$ cat src/rtl/mul_arbiter.sv
// Two-requester front end for a single shared multiplier. Round-robin
// arbitration, one operation in flight, a four-phase handshake toward the
// multiplier, and a sticky timeout if the multiplier never completes.
module mul_arbiter #(
    parameter int WIDTH   = 32,
    parameter int TIMEOUT = 255
) (
    input  logic                 clk,
    input  logic                 reset,
    input  logic [1:0]           req_valid,
    input  logic [2*WIDTH-1:0]   req_a,
    input  logic [2*WIDTH-1:0]   req_b,
    output logic [1:0]           grant,
    output logic [1:0]           resp_done,
    output logic [2*WIDTH-1:0]   resp_prod,
    input  logic [1:0]           resp_ack,
    output logic [WIDTH-1:0]     mul_a,
    output logic [WIDTH-1:0]     mul_b,
    output logic                 mul_valid,
    output logic                 mul_ack,
    input  logic [2*WIDTH-1:0]   mul_prod,
    input  logic                 mul_done,
    input  logic                 mul_ret_ack,
    output logic                 timeout_err
);

    typedef enum logic [1:0] {IDLE, ISSUE, ACK, RESP} state_t;

    localparam logic [7:0] TIMEOUT_CNT = 8'(TIMEOUT);

    state_t               state;
    state_t               state_next;
    logic [WIDTH-1:0]     op_a;
    logic [WIDTH-1:0]     op_b;
    logic [2*WIDTH-1:0]   result;
    logic [2*WIDTH-1:0]   result_d;
    logic                 idx;
    logic                 last_served;
    logic [7:0]           cnt;

    logic                 grant_idx;
    logic                 do_grant;
    logic                 load_result;
    logic                 set_timeout;
    logic                 cnt_inc;
    logic                 cnt_clr;
    logic                 serve_done;

    // The multiplier only ever sees the captured operands, so they hold
    // steady for the whole operation regardless of what requesters do.
    assign mul_a = op_a;
    assign mul_b = op_b;

    // State register; an asserted reset aborts any operation immediately.
    always_ff @(posedge clk or negedge reset) begin
        if (!reset) begin
            state <= IDLE;
        end else begin
            state <= state_next;
        end
    end

    // Next-state and output decode; every output is a function of the
    // current state so reset forces them all inactive without a clock.
    always_comb begin
        state_next  = state;
        grant       = 2'b00;
        grant_idx   = 1'b0;
        do_grant    = 1'b0;
        load_result = 1'b0;
        result_d    = '0;
        set_timeout = 1'b0;
        cnt_inc     = 1'b0;
        cnt_clr     = 1'b0;
        serve_done  = 1'b0;
        mul_valid   = 1'b0;
        mul_ack     = 1'b0;
        resp_done   = 2'b00;
        resp_prod   = '0;
        case (state)
            IDLE: begin
                // Gating with reset keeps grant low while reset is held.
                if (reset && (req_valid != 2'b00)) begin
                    do_grant   = 1'b1;
                    // On a tie the requester not served last wins.
                    if (req_valid == 2'b11) begin
                        grant_idx = ~last_served;
                    end else begin
                        grant_idx = req_valid[1];
                    end
                    grant      = grant_idx ? 2'b10 : 2'b01;
                    state_next = ISSUE;
                end
            end
            ISSUE: begin
                mul_valid = 1'b1;
                cnt_inc   = 1'b1;
                // A completion in the final allowed cycle still counts.
                if (mul_done) begin
                    load_result = 1'b1;
                    result_d    = mul_prod;
                    state_next  = ACK;
                end else if ((cnt + 8'd1) == TIMEOUT_CNT) begin
                    set_timeout = 1'b1;
                    load_result = 1'b1;
                    result_d    = '0;
                    state_next  = RESP;
                end
            end
            ACK: begin
                mul_ack = 1'b1;
                if (mul_ret_ack) begin
                    state_next = RESP;
                end
            end
            RESP: begin
                resp_done = idx ? 2'b10 : 2'b01;
                resp_prod = result;
                // Only the served requester's acknowledge releases us.
                if (resp_ack[idx]) begin
                    serve_done = 1'b1;
                    cnt_clr    = 1'b1;
                    state_next = IDLE;
                end
            end
            default: begin
                state_next = IDLE;
            end
        endcase
    end

    // Operand capture and requester bookkeeping at grant / completion.
    always_ff @(posedge clk or negedge reset) begin
        if (!reset) begin
            op_a        <= '0;
            op_b        <= '0;
            idx         <= 1'b0;
            last_served <= 1'b1;
        end else begin
            if (do_grant) begin
                op_a <= grant_idx ? req_a[WIDTH +: WIDTH] : req_a[0 +: WIDTH];
                op_b <= grant_idx ? req_b[WIDTH +: WIDTH] : req_b[0 +: WIDTH];
                idx  <= grant_idx;
            end
            if (serve_done) begin
                last_served <= idx;
            end
        end
    end

    // Result register, ISSUE-cycle counter and sticky timeout flag.
    always_ff @(posedge clk or negedge reset) begin
        if (!reset) begin
            result      <= '0;
            cnt         <= 8'd0;
            timeout_err <= 1'b0;
        end else begin
            if (load_result) begin
                result <= result_d;
            end
            if (cnt_clr) begin
                cnt <= 8'd0;
            end else if (cnt_inc) begin
                cnt <= cnt + 8'd1;
            end
            if (set_timeout) begin
                timeout_err <= 1'b1;
            end
        end
    end

endmodule

$ cat config.mk
export PLATFORM = sky130hd
export DESIGN_NAME = mul_arbiter
export DESIGN_NICKNAME = d
export VERILOG_FILES = /design/src/rtl/mul_arbiter.sv
export SDC_FILE = /design/constraint.sdc
export NUM_CORES = 1
export LEC_CHECK = 0
export BUFFER_PORTS_ARGS = -buffer_cell sky130_fd_sc_hd__buf_2
export CAP_MARGIN = 30
export CORE_AREA = 2 2 130 132
export CTS_BUF_LIST = sky130_fd_sc_hd__clkbuf_4
export CTS_CLUSTER_DIAMETER = 60
export CTS_CLUSTER_SIZE = 8
export DETAILED_ROUTE_END_ITERATION = 12
export DIE_AREA = 0 0 132 134
export GPL_ROUTABILITY_DRIVEN = 0
export PLACE_DENSITY = 0.77
export RECOVER_POWER = 25
export SETUP_SLACK_MARGIN = 0.4
export SYNTH_ARGS = -nofsm -noshare
export SYNTH_HDL_FRONTEND = slang
export SYNTH_SLANG_ARGS = --single-unit
$ cat constraint.sdc
create_clock -name clk -period 2.19 [get_ports clk]
set_input_delay 0.219 -clock clk [delete_from_list [all_inputs] [get_ports clk]]
set_output_delay 0.219 -clock clk [all_outputs]
set_load 0.01 [all_outputs]
==> results of run 1 <==
-- logic make-up after synthesis --
kind of cell	share of synthesized area, %
mux	10.3
buf+inv	3.95
simple gates	12.6
compound gates	16.0
fa+ha+maj	1.36
xor+xnor	0.954
flops	54.9
-- power by group --
group          switching, uW  internal [uW]
Combinational           3170           2920
Clock                   1050            901
Sequential               841           3770
-- worst min-delay path by stage --
stage | end | depth (start not counted)
2_1_floorplan | cnt[0]$_DFFE_PN0P_ | 0
3_3_place_gp | idx$_DFFE_PN0P_ | 1
3_5_place_dp | idx$_DFFE_PN0P_ | 1
4_1_cts | mul_b[4]$_DFFE_PN0P_ | 3
5_1_grt | mul_b[30]$_DFFE_PN0P_ | 3
6_report | mul_b[30]$_DFFE_PN0P_ | 3
-- layout make-up --
type	count	area, sq um	share of cell area, %
antenna	3	7.51	0.0657
sequential	141	3530	30.9
tap	220	275	2.41
clock inverter	14	194	1.70
timing repair buffer	584	4390	38.4
clock buffer	17	128	1.12
multi-input combinational	387	2870	25.1
inverter	7	26.3	0.230
-- sequential cells by signal, indices dropped and copies added, names as in the netlist --
name         flops
result          64
mul_a           32
mul_b           32
cnt              8
state            2
idx              1
last_served      1
timeout_err      1
-- timing repair --
| action | in CTS | in global routing |
|---|---|---|
| setup buffers | 22 | 5 |
| endpoints found under the setup margin | 140 | 315 |
| pin swaps | 9 | 27 |
| hold buffers | 186 | 5 |
| resized for setup | 36 | 92 |
| gates cloned | 9 | 8 |
| hold endpoints to repair | 267 | 3 |
-- layer usage --
metal / wire length (um) / vias up / track usage (%)
met5: 0 / - / 0
met4: 1630 / 0 / 16.3
met2: 14400 / 532 / 50.7
met3: 2790 / 140 / 7.79
met1: 9910 / 3536 / 30.8
li1: - / 3163 / -
-- through the flow --
step | area, sq um | instances | setup slack, ns
after floorplan | 6440 | 579 | 0.418
after global placement | 8330 | 1104 | 0.278
after detailed placement | 8330 | 1104 | 0.207
after CTS | 11000 | 1352 | 0.0902
after global routing | 11400 | 1371 | -0.0561
final | 11400 | 1373 | 0.0928
-- layout by cell type, fill, tap and decap left out, types with 2 or more instances in the layout --
cell,count
mux2i_1,66
o21ai_0,40
nor2b_1,2
ha_4,4
clkbuf_16,6
buf_8,3
diode_2,3
xnor2_1,2
inv_6,2
clkbuf_4,18
buf_6,13
o21ai_4,4
nand2_2,8
bufinv_16,4
nor2b_2,2
dfrtp_2,3
buf_4,18
buf_2,268
dfrtp_1,137
o21ai_1,7
clkbuf_1,66
a22o_1,64
inv_1,4
ha_1,2
nand4_1,6
o211ai_1,2
and2_1,65
dlygate4sd3_1,191
xor2_1,5
and2_2,2
buf_12,12
inv_2,3
clkinv_4,2
buf_16,6
nor2_1,9
clkinvlp_4,4
nand2_4,4
nand2_1,58
o21ai_2,18
-- worst max-delay path, cell delays in order (launching register included) --
cell	delay (ns)
dfrtp_1	0.41
buf_6	0.14
ha_4	0.24
buf_12	0.17
and2_1	0.18
buf_2	0.15
==> results.md, run 1 <==
- Syn_area_per_cell: 11.1 sq um
- GRT Residual Overflow: 0
- Die area: 0.0177 sq mm
- Total Wirelength: 28700 um
- Cell taking the most area after synthesis: dfrtp_1
- Core region area: 0.0163 sq mm
- Layout Utilization: 70.2%
- Area growth syn-to-layout: 77.7%
- Via count: 7371
- CP startpoint kind: flip-flop
- Max Buffers Root-to-Sink: 2
- CTS root buf: clkbuf_4
- CTS buffer count: 17
- Final setup TNS: 0 ns
- Wire per inst: 20.9 um
- Port Buffer Count: 334
- FILL cells: 1077
- Critical path data required time: 1.97 ns
- R2R depth: 11
- Critical Path Fanout Max: 11
- Mapped Area: 0.00643 sq mm
- Clk_skew: 0.0190 ns
- Die Span X: 132 um
- Largest net degree at the start of global routing: 72
- Initial antenna violation count: 4
- TritonCTS clock tree: done
- Hold slack: 0.0328 ns
- Critical Path Sink: resp_prod[23]
- FF-to-FF Start: state[0]$_DFFE_PN0P_
- Crit. Startpoint: state[0]$_DFFE_PN0P_
- Critical path arrival: 1.88 ns
- Final setup vio count: 0
- Vias per inst: 5.37
- Crit path time final: 2.10 ns
- Main synth FF type: dfrtp_1
- Crit path kind: reg -> out
- Synth cell types: 36
- Sequential-to-total area share from yosys stat: 54.9%
- R2R Path End: mul_a[2]$_DFFE_PN0P_
- Total design power: 12600 uW
- MaxCap Viol Count: 0
- Share of the synthesized area in the top cell type: 54.5%
- GRT Overall Usage: 28.6%
- Synth top area cells: dfrtp_1 54%, mux2i_1 10%, a22o_1 8.7%
- Hold Fails Final Rpt: 0
- Reg2Reg Setup Slack: 0.10 ns
- Post-synth EDFFs: 0
- Initial Util: 39.5%
- Synth Warn #: 0
- Vias in the first global route: 7393
- Leak: 0.00575 uW
- Clk pin slew, worst setup/hold paths: 0.14 ns
- Initial DRT Pass Iterations: 7
- DRC Markers: 0
- Ratio of cells with drive above 1 in the final layout: 35.9%
- Number of clock sinks: 141
- Max Clock Freq: 0.477 GHz
- Slew HR: 36.0%
- Top-count cell post-synth: dfrtp_1
- First-pass GRT wire length: 39200 um
- # IOs: 335
- Worst Hold Class: in -> reg
- FFs w/ async S/R, synth: 100%
- VDD IR max: 0.600 mV
- Critical path endpoint category: primary output
- Mapped Cells: 579
- Power per cell area: 1110 mW/mm^2
- DRT antenna net count: 0
- Commonest cells post-synth: 140 x dfrtp_1, 70 x nand2_1, 67 x o21ai_0
- H-tree depth: 4
- DR iter-0 viols: 701
- Chip height: 134 um
- Clock Latency Late Sink: 0.57 ns
- Final Max Tran Viols: 0
- Hold wc startpoint: req_b[30]
- Mapped Nets: 786
- Worst-Margin Slew: 0.960 ns
- Row cnt: 47
- RSZ-0062 raised after global routing: true
- HPWL Detailed: 12900 um
- NumNets Final: 1345
- Final Cycle Share: 95.8%
- Status: completed
- Flops & latches, synth: 141
Power figures use the tool's default switching activity.
==> inputs of run 2 (changes only) <==
CAP_MARGIN = 20   (was 30)
REMOVE_ABC_BUFFERS = 1   (was unset)
==> results.md, run 2 (synthesis gave the netlist of run 1 again) <==
- Ratio of cells with drive above 1 in the final layout: 43.7% (was 35.9%)
- Worst Hold Class: in -> reg (unchanged)
- Worst-Margin Slew: 1.38 ns (was 0.960 ns)
- FILL cells: 986 (was 1077)
- DR iter-0 viols: 449 (was 701)
- Final setup vio count: 0 (unchanged)
- Die area: 0.0177 sq mm (unchanged)
- RSZ-0062 raised after global routing: true (unchanged)
- TritonCTS clock tree: done (unchanged)
- Clk pin slew, worst setup/hold paths: 0.12 ns (was 0.14 ns)
- Total Wirelength: 31500 um (was 28700 um)
- Max reg flops: 64 (unchanged)
- GRT Overall Usage: 30.3% (was 28.6%)
- Clk_skew: 0.0231 ns (was 0.0190 ns)
- Initial Util: 39.5% (unchanged)
- NumNets Final: 1361 (was 1345)
- # IOs: 335 (unchanged)
- Final cell count without fillers: 1392 (was 1373)
- Port Buffer Count: 334 (unchanged)
- CP startpoint kind: flip-flop (unchanged)
- Chip height: 134 um (unchanged)
- Slew HR: 7.75% (was 36.0%)
- Critical path buffers and inverters: 3 (unchanged)
- MaxCap Viol Count: 0 (unchanged)
- Final setup TNS: 0 ns (unchanged)
- Final worst slack: 0.121 ns (was 0.0928 ns)
- Status: completed (unchanged)
- Layout Utilization: 73.3% (was 70.2%)
- Max stage delay cell, worst path: dfrtp_2 (was dfrtp_1)
- Wire per inst: 22.6 um (was 20.9 um)
- Die Span X: 132 um (unchanged)
- Crit path kind: reg -> out (unchanged)
- Max Clock Freq: 0.483 GHz (was 0.477 GHz)
- Crit path time final: 2.07 ns (was 2.10 ns)
- Dpl ws: 0.238 ns (was 0.207 ns)
- Via count: 7652 (was 7371)
- GRT Residual Overflow: 0 (unchanged)
- Final Cycle Share: 94.5% (was 95.8%)
- Critical path endpoint category: primary output (unchanged)
- DRT antenna net count: 0 (unchanged)
- Most frequent cells in the layout: 330 x buf_2, 189 x dlygate4sd3_1, 137 x dfrtp_1 (was 268 x buf_2, 191 x dlygate4sd3_1, 137 x dfrtp_1)
- HPWL Detailed: 13200 um (was 12900 um)
- Largest net degree at the start of global routing: 65 (was 72)
- Total design power: 13800 uW (was 12600 uW)
- Leak: 0.00620 uW (was 0.00575 uW)
- Hold Fails Final Rpt: 0 (unchanged)
- Power per cell area: 1160 mW/mm^2 (was 1110 mW/mm^2)
- Commonest non-fill, non-tap cell in the layout: buf_2 (unchanged)
- Vias in the first global route: 7532 (was 7393)
- Area growth syn-to-layout: 85.6% (was 77.7%)
- Crit-path leading delay family: flip-flops (was buffers and inverters)
- Max Buffers Root-to-Sink: 2 (unchanged)
- Critical Path Fanout Max: 3 (was 11)
- Initial antenna violation count: 5 (was 4)
- H-tree depth: 4 (unchanged)
- DRC Markers: 0 (unchanged)
- Number of clock sinks: 141 (unchanged)
- Final Max Tran Viols: 0 (unchanged)
- CTS root buf: clkbuf_4 (unchanged)
- Max incr delay on CP: 0.45 ns (was 0.41 ns)
- VDD IR max: 0.631 mV (was 0.600 mV)
- Reg with most FFs: result (unchanged)
- Initial DRT Pass Iterations: 5 (was 7)
- First-pass GRT wire length: 41400 um (was 39200 um)
- Row cnt: 47 (unchanged)
- Vias per inst: 5.50 (was 5.37)
- CTS buffer count: 17 (unchanged)
- Clock Latency Late Sink: 0.55 ns (was 0.57 ns)
- Critical path data required time: 1.97 ns (about the same)
- Crit-path cells: inv_2, ha_4, o211ai_1, clkbuf_16, nor2_4, buf_6 (was buf_6, ha_4, buf_12, and2_1, buf_2)
- Placed Instances: 1104 (unchanged)
- Critical path arrival: 1.85 ns (was 1.88 ns)
- Core region area: 0.0163 sq mm (unchanged)
-- run 2: changes by cell type in the layout (fill, tap and decap cells not counted), sizes merged --
cell / previous run / this run
buf: 320 / 397
clkbuf: 90 / 32
bufinv: 4 / 8
clkinvlp: 4 / 0
diode: 3 / 5
dlygate4sd3: 191 / 189
clkinv: 4 / 5
inv: 9 / 8
-- run 2: worst register-to-register path, stage by stage (launching register included) --
cell and delay, ns:
dfrtp_2 0.45, inv_2 0.09, ha_4 0.14, o211ai_1 0.20, buf_4 0.21, buf_6 0.10
buf_6 0.10, buf_6 0.11, buf_6 0.10, buf_6 0.10, buf_6 0.12, clkbuf_16 0.16
o21ai_2 0.13
-- run 2: area by class of cell --
type	count	area, sq um	share of cell area, %
Antenna cell	5	12.5	0.105
Inverter	7	26.3	0.220
Timing Repair Buffer	600	4760	39.9
Tap cell	220	275	2.31
Multi-Input combinational cell	387	2900	24.3
Sequential cell	141	3530	29.6
Clock buffer	18	135	1.13
Clock inverter	14	289	2.42
-- run 2: per-layer routing --
metal / global-route usage (%) / up-vias / part of all wire [%]
li1: - / 3187 / -
met1: 33.2 / 3661 / 34
met2: 51.3 / 625 / 50
met3: 9.98 / 177 / 9.2
met4: 18.5 / 2 / 6.9
met5: 0 / - / 0.029
-- run 2: stage by stage --
step,hold slack [ns],area (sq um)
2_1_floorplan,-0.0766,6200
3_3_place_gp,0.126,8360
3_5_place_dp,0.123,8360
4_1_cts,0.000652,11200
5_1_grt,0.0128,11900
6_report,0.0497,11900
-- run 2: repair_timing --
action,CTS,global route
setup buffers,26,11
gates resized for setup,29,136
hold buffers,189,1
pin swaps,5,27
endpoints found under the setup margin,134,191
cloned,10,14
hold endpoints to repair,156,1
-- run 2: final timing paths --
check                                   startpoint  slack [ns]                       to  cells past startpoint
max                           state[0]$_DFFE_PN0P_        0.12                 grant[0]                      6
min                                      req_b[58]        0.05    mul_b[26]$_DFFE_PN0P_                      3
max reg2reg                   state[0]$_DFFE_PN0P_        0.13    mul_b[19]$_DFFE_PN0P_                     12
min reg2reg                last_served$_DFFE_PN1P_        0.47  last_served$_DFFE_PN1P_                      2
max in group asynchronous                    reset        0.34       cnt[1]$_DFFE_PN0P_                      3
min in group asynchronous                    reset        0.44     mul_a[2]$_DFFE_PN0P_                      3
-- run 2: report_power, final --
| part | total (uW) | switching (uW) | internal (uW) | leakage (uW) |
|---|---|---|---|---|
| Clock | 2450 | 1060 | 1390 | 0.000221 |
| Sequential | 4620 | 848 | 3770 | 0.00177 |
| Combinational | 6740 | 3400 | 3340 | 0.00422 |
